## config.mk

```make
export PLATFORM = sky130hd
export DESIGN_NAME = bridge_timer_flat
export DESIGN_NICKNAME = d
export VERILOG_FILES = /design/src/rtl/bridge_timer_if.sv /design/src/rtl/bridge_timer.sv /design/src/flat_wrapper.sv
export SDC_FILE = /design/constraint.sdc
export NUM_CORES = 1
export LEC_CHECK = 0
export CORE_MARGIN = 10
export CORE_UTILIZATION = 50
export CTS_BUF_LIST = sky130_fd_sc_hd__clkbuf_8
export CTS_CLUSTER_SIZE = 16
export DETAILED_ROUTE_END_ITERATION = 8
export GPL_ROUTABILITY_DRIVEN = 0
export GPL_TIMING_DRIVEN = 0
export PLACE_DENSITY = 0.82
export REMOVE_ABC_BUFFERS = 1
export SETUP_SLACK_MARGIN = 0.15
export SKIP_LAST_GASP = 1
export SYNTH_ARGS = -nofsm -noshare
export SYNTH_HDL_FRONTEND = slang
export SYNTH_SLANG_ARGS = --single-unit
```

## constraint.sdc

```tcl
create_clock -name clk -period 3.45 [get_ports clk]
set_input_delay 0.5175 -clock clk [delete_from_list [all_inputs] [get_ports clk]]
set_output_delay 0.5175 -clock clk [all_outputs]
set_load 0.005 [all_outputs]
```

## src/rtl/bridge_timer_if.sv

```systemverilog
// bridge_timer_if: word-wide bridge bus between the CPU bridge (master) and a timer (slave)
`timescale 1ns/1ps
interface bridge_timer_if;
  logic        sel;
  logic [31:0] addr;
  logic        we;
  logic [31:0] wdata;
  logic [31:0] rdata;
  modport master(output sel, addr, we, wdata, input rdata);
  modport slave(input sel, addr, we, wdata, output rdata);
endinterface

```

## src/rtl/bridge_timer.sv

```systemverilog
// bridge_timer: memory-mapped countdown timer with one-shot/auto-reload modes and masked irq
`timescale 1ns/1ps
module bridge_timer #(
  parameter int COUNT_W = 32,
  parameter int CTRL_W = 4
) (
  input  logic           clk,
  input  logic           reset,
  bridge_timer_if.slave  bus,
  output logic           irq
);
  typedef enum logic [1:0] {IDLE, LOAD, CNT, INT} state_t;
  state_t state, state_nx;
  logic [CTRL_W-1:0]  ctrl, ctrl_nx;
  logic [COUNT_W-1:0] preset, count, count_nx;
  logic irq_flag, flag_nx;
  logic wr_ctrl, wr_preset, en, reload;
  logic unused_bits;
  assign wr_ctrl = bus.sel & bus.we & (bus.addr[3:2] == 2'd0);
  assign wr_preset = bus.sel & bus.we & (bus.addr[3:2] == 2'd1);
  assign en = ctrl[0];
  assign reload = ctrl[2:1] == 2'b01;
  assign irq = ctrl[3] & irq_flag;
  assign unused_bits = ^{bus.addr[31:4], bus.addr[1:0], bus.wdata};
  always_comb begin
    state_nx = state;
    ctrl_nx = ctrl;
    count_nx = count;
    flag_nx = irq_flag;
    case (state)
      IDLE: state_nx = en ? LOAD : IDLE;
      LOAD: begin
        count_nx = preset;
        state_nx = CNT;
      end
      CNT: begin
        state_nx = !en ? IDLE : (count == '0) ? INT : CNT;
        count_nx = (en && count != '0) ? count - COUNT_W'(1) : count;
        flag_nx = irq_flag | (en && count == '0);
      end
      INT: begin
        state_nx = reload ? LOAD : IDLE;
        flag_nx = reload ? 1'b0 : irq_flag;
        ctrl_nx[0] = reload & ctrl[0];
      end
    endcase
    // Bus writes override FSM updates to CTRL and to the flag on the same edge
    if (wr_ctrl) ctrl_nx = bus.wdata[CTRL_W-1:0];
    if (wr_ctrl | wr_preset) flag_nx = 1'b0;
  end
  always_ff @(posedge clk or negedge reset) begin
    if (!reset) begin
      state <= IDLE;
      ctrl <= '0;
      preset <= '0;
      count <= '0;
      irq_flag <= 1'b0;
    end else begin
      state <= state_nx;
      ctrl <= ctrl_nx;
      count <= count_nx;
      irq_flag <= flag_nx;
      if (wr_preset) preset <= bus.wdata[COUNT_W-1:0];
    end
  end
  always_comb
    bus.rdata = !bus.sel ? 32'd0 :
                bus.addr[3:2] == 2'd0 ? 32'(ctrl) :
                bus.addr[3:2] == 2'd1 ? 32'(preset) :
                bus.addr[3:2] == 2'd2 ? 32'(count) : 32'd0;
endmodule
```

## src/flat_wrapper.sv

```systemverilog
// flat-port wrapper written by rule: the top's interface ports become plain ports
module bridge_timer_flat 
#(
  parameter int COUNT_W = 32,
  parameter int CTRL_W = 4
)
  (clk, reset, irq, bus_sel, bus_addr, bus_we, bus_wdata, bus_rdata);
  bridge_timer_if bus_i ();
  input  logic clk;
  input  logic reset;
  output logic irq;
  input wire logic [$bits(bus_i.sel)-1:0] bus_sel;
  input wire logic [$bits(bus_i.addr)-1:0] bus_addr;
  input wire logic [$bits(bus_i.we)-1:0] bus_we;
  input wire logic [$bits(bus_i.wdata)-1:0] bus_wdata;
  output wire logic [$bits(bus_i.rdata)-1:0] bus_rdata;
  assign bus_i.sel = bus_sel;
  assign bus_i.addr = bus_addr;
  assign bus_i.we = bus_we;
  assign bus_i.wdata = bus_wdata;
  assign bus_rdata = bus_i.rdata;
  bridge_timer #(.COUNT_W(COUNT_W), .CTRL_W(CTRL_W)) u_core (.clk(clk), .reset(reset), .bus(bus_i), .irq(irq));
endmodule
```

# [Word level (Yosys, flattened, before mapping)]
# Index checks and enable logic that the tools add are counted.
[word_totals] input_bits=68 n_memories=0 ramBits=0 regBits=71 elab_cells=49 out_inout_bits=33 rom_bits=0 latchBits=0
[classes] muxes=16 n_shift=0 order_cmp=0 n_eq_ne=8 bitwise_logic=7 addsub=1 reduce_logical=11 div_mod_pow=0 mul=0
[op_table] cell="32-bit 2-to-1 mux" count=5
[op_table] cell="32-bit one-hot mux with 2 select lines" count=1
[op_table] cell="32-bit logical NOT" count=1
[op_table] cell="32-bit nonzero test" count=1
[op_table] cell="32-bit by 1-bit subtractor with 32-bit output, second input constant" count=1
[op_table] cell="2-bit one-hot mux with 4 select lines" count=1
[op_table] cell="1-bit 2-to-1 mux" count=7
[op_table] cell="2-bit by 1-bit == test with 1-bit output, second input constant" count=3
[op_table] cell="2-bit == test, second input constant" count=3
[op_table] cell="1-bit bitwise AND" count=5
[op_table] cell="2-bit logical NOT" count=2
[op_table] cell="2-bit AND reduction" count=2
[op_table] cell="2-bit nonzero test" count=2
[op_table] cell="3-bit by 1-bit inequality test with 1-bit output, second input constant" count=1
[op_table] cell="3-bit nonzero test" count=1
[op_table] cell="1-bit logical AND" count=2
[op_table] cell="2-bit 2-to-1 mux" count=1
[op_table] cell="2-bit by 1-bit inequality test with 1-bit output, second input constant" count=1
[op_table] cell="1-bit OR" count=2
[op_table] cell="1-bit one-hot mux with 2 select lines" count=1

# [Depth between registers and ports, before layout]
[depth] word_depth=5 ltp_mapped=9

# [Worst setup path after synthesis]
# Ideal clock, no wire load.
[synth_timing] path_kind="input port to output port" start="input port bus_addr[3]" end="output port bus_rdata[11]" required_ns=2.932 path_slack_ns=1.171 arrival_time_ns=1.762 path_stages=6 path_cell_list="clkbuf_1 > nor2b_1 > clkbuf_1 > buf_1 > a22oi_1 > nor2b_1"
[synth_via] elab_chain_cells=5
[synth_rtl] item="from (decl)" line_no="flat_wrapper.sv:13" rtl="input wire logic [$bits(bus_i.addr)-1:0] bus_addr;"
[synth_rtl] item="2-bit == test" line_no="bridge_timer.sv:70" rtl="bus.addr[3:2] == 2'd2 ? 32'(count) : 32'd0;"
[synth_rtl] item="32-bit 2-to-1 mux" line_no="bridge_timer.sv:70"
[synth_rtl] item="32-bit 2-to-1 mux" line_no="bridge_timer.sv:69" rtl="bus.addr[3:2] == 2'd1 ? 32'(preset) :"
[synth_rtl] item="32-bit 2-to-1 mux (*)" line_no="bridge_timer.sv:68" rtl="bus.addr[3:2] == 2'd0 ? 32'(ctrl) :"
[synth_rtl] item="32-bit 2-to-1 mux (*)" line_no="bridge_timer.sv:67" rtl="bus.rdata = !bus.sel ? 32'd0 :"
[synth_rtl] item="to (decl)" line_no="flat_wrapper.sv:16" rtl="output wire logic [$bits(bus_i.rdata)-1:0] bus_rdata;"
# Every way passes the cells marked *; elsewhere a longest branch is shown, timed or not.

# [Worst setup path in the final report]
# Ends and elaborated chain as after synthesis.

==> results.ini <==
[synth]
synthTopCellsByArea = dfrtp_1 42%, mux2_2 9.3%, a22oi_1 5.3%, nor2b_1 4.7%, o21ai_0 3.8%
synth_top_area_cell = dfrtp_1
yosysTopAreaCellShare = 0.420
synth_most_common_cell = dfrtp_1
synth_edf_count = 0
synth_cells = 451
synth_area_um2 = 4230
yosysSeqAreaShare = 0.420
synth.distinct_cells = 56
syn_avg_cell_area_um2 = 9.39
async_flop_share = 1.00
synth_commonest_cells = 71 x dfrtp_1, 35 x mux2_2, 34 x nand2_1
synth_flop_cell = dfrtp_1
ys_warn_count = 0
synth-seq-cells = 71

[worst_setup_path]
cp_max_fo = 15
end_kind = primary output
crit_arrival_ns = 2.53
reg2regPathDepth = 7
timing.rr.start = u_core.count[1]$_DFFE_PN0P_
reg2reg_slack_ns = 0.41
critical_path_class = primary input to primary output
required_ns = 2.93
timing.rr.end = u_core.count[30]$_DFFE_PN0P_
critPathLaunchType = primary input

[timing]
max_clock_freq_mhz = 328
setup_ws_ns = 0.402
slew_headroom = 0.300
finClkSkew_ns = 0.0115
post-route-period-util = 0.884
tightestPinTransition_ns = 1.05
setup_viol = 0
timing.final.crit_period_ns = 3.05
fin_setup_tns_ns = 0
drv_slew = 0
grt_setup_unrepaired = true
final_hold_viol_count = 0

[clock_network]
clockRootBuffer = clkbuf_8
ctsHtreeMaxLevel = 3
cts_buffer_depth = 2
clkTransAtPathRegs_ns = 0.08
clock-sinks = 71
clk_latency_ns = 0.36
cts_tree = yes
cts_buffers = 9

[floorplan]
initial_core_util = 0.515
die_area_um2 = 12500
coreArea_um2 = 8220
die_h_um = 112
std_cell_rows = 33
die_x_um = 112
ioPinCount = 101

[power_and_ir_drop]
power.leakage_nw = 1.93
power.density_nw_per_um2 = 706
vdd_drop_max_v = 0.000403

[layout]
regArea_um2 = 1780
multi_input_area_um2 = 2310
drive_gt1_frac = 0.153
antennaDiodeCount = 0
synthToLayoutAreaGrowth_pct = 24.3
stdcell_area_um2 = 5260
fin_nets = 567
fin_util = 0.640
n_fill_cell = 655

[place]
dp_slack_ns = -0.154
placed_cell_area_um2 = 4950
port_buffers = 70
dp_hpwl_um = 7880

[routing]
wirelength_um = 11900
drtPass1Iterations = 5
vias = 3887
ant_nets = 0
drt_iter0_markers = 335
drc = 0
viasPerCell = 6.39
wl_per_cell_um = 19.6

[global_route]
antenna_found_initial = 0
grt_pass1_wl_um = 19500
grt_max_degree = 72
track_usage = 0.183
grt_overflow_total = 0
first_global_vias = 3864

[run]
cap_violations = 0

[run_status]
status = complete, no violations

[min_path]
hold_path_class = primary input to async pin

kinds of logic after synthesis:
family	count (synthesis)	synth area share
simple gates	153	0.207
compound gates	144	0.223
flops	71	0.420
buf+inv	43	0.0443
mux	39	0.103
fa+ha+maj	1	0.00296
through the flow:
step | cells | power, mW | hold slack [ns]
after floorplan | 412 | 2.35 | 0.222
after global placement | 587 | 2.76 | 0.496
after detailed placement | 590 | 2.87 | 0.510
after CTS | 606 | 3.67 | 0.322
after global routing | 608 | 3.95 | 0.355
final | 608 | 3.72 | 0.265
worst max-delay path, cell delays in order:
cell and delay, ns:
clkdlybuf4s50_1 0.74, nor2b_4 0.29, buf_8 0.18, a22oi_1 0.10, nor2b_1 0.16, clkdlybuf4s50_1 0.54
sequential cells by signal (all words and copies together) (netlist names):
name / count
u_core.preset: 32
u_core.irq_flag: 1
u_core.state: 2
u_core.ctrl: 4
u_core.count: 32
timing repair:
action | in CTS | in global routing
gates resized for setup | 4 | 1
endpoints found under the setup margin | 21 | 44
hold buffers | 0 | 0
setup buffers | 0 | 2
worst max path at each step:
stage                     cells after the start                             to  slack, ns                         from
after floorplan                               4   u_core.count[13]$_DFFE_PN0P_       0.68    u_core.state[1]$_DFF_PN0_
after global placement                        5                  bus_rdata[21]      -1.10                  bus_addr[3]
after detailed placement                      5  u_core.preset[14]$_DFFE_PN0P_      -0.15                      bus_sel
after CTS                                     7   u_core.count[30]$_DFFE_PN0P_       0.17  u_core.count[0]$_DFFE_PN0P_
after global routing                          7   u_core.count[30]$_DFFE_PN0P_       0.14  u_core.count[0]$_DFFE_PN0P_
final                                         6                  bus_rdata[11]       0.40                  bus_addr[3]
cells in the final DEF, fill, tap and decap left out, types with 5 or more instances in the layout:
cell | Yosys | layout
nor3_1 | 12 | 12
o21ai_0 | 32 | 32
a22oi_1 | 30 | 30
nor4_1 | 11 | 11
nor2_1 | 11 | 11
nand2_1 | 34 | 32
o22ai_1 | 5 | 5
nand2b_1 | 6 | 5
a31oi_1 | 16 | 16
mux2_2 | 35 | 35
and2_1 | 6 | 5
o2bb2ai_1 | 6 | 6
nor2b_1 | 32 | 29
clkbuf_8 | 0 | 12
dfrtp_1 | 71 | 71
clkdlybuf4s50_1 | 0 | 69
or3_1 | 5 | 5
nand3_1 | 13 | 13
a21oi_1 | 27 | 27
final cells by class:
type	instances	area share
multi-input cells	337	0.439
flip-flops and latches	71	0.338
repair buffers	75	0.150
clock buffers	12	0.0314
well taps	105	0.0250
clock inverters	4	0.0145
inverters	4	0.00285
report_power, final:
group	switching (mW)	internal (mW)
Sequential	0.403	1.13
Combinational	0.766	0.624
Clock	0.327	0.468
per-layer routing:
layer	vias to the layer above	GRT usage	routed length [um]
li1	1800	-	-
met1	1865	0.223	4860
met2	186	0.302	5890
met3	36	0.0474	867
met4	0	0.0694	311
met5	-	0	0
(Power assumes the default switching activity.)
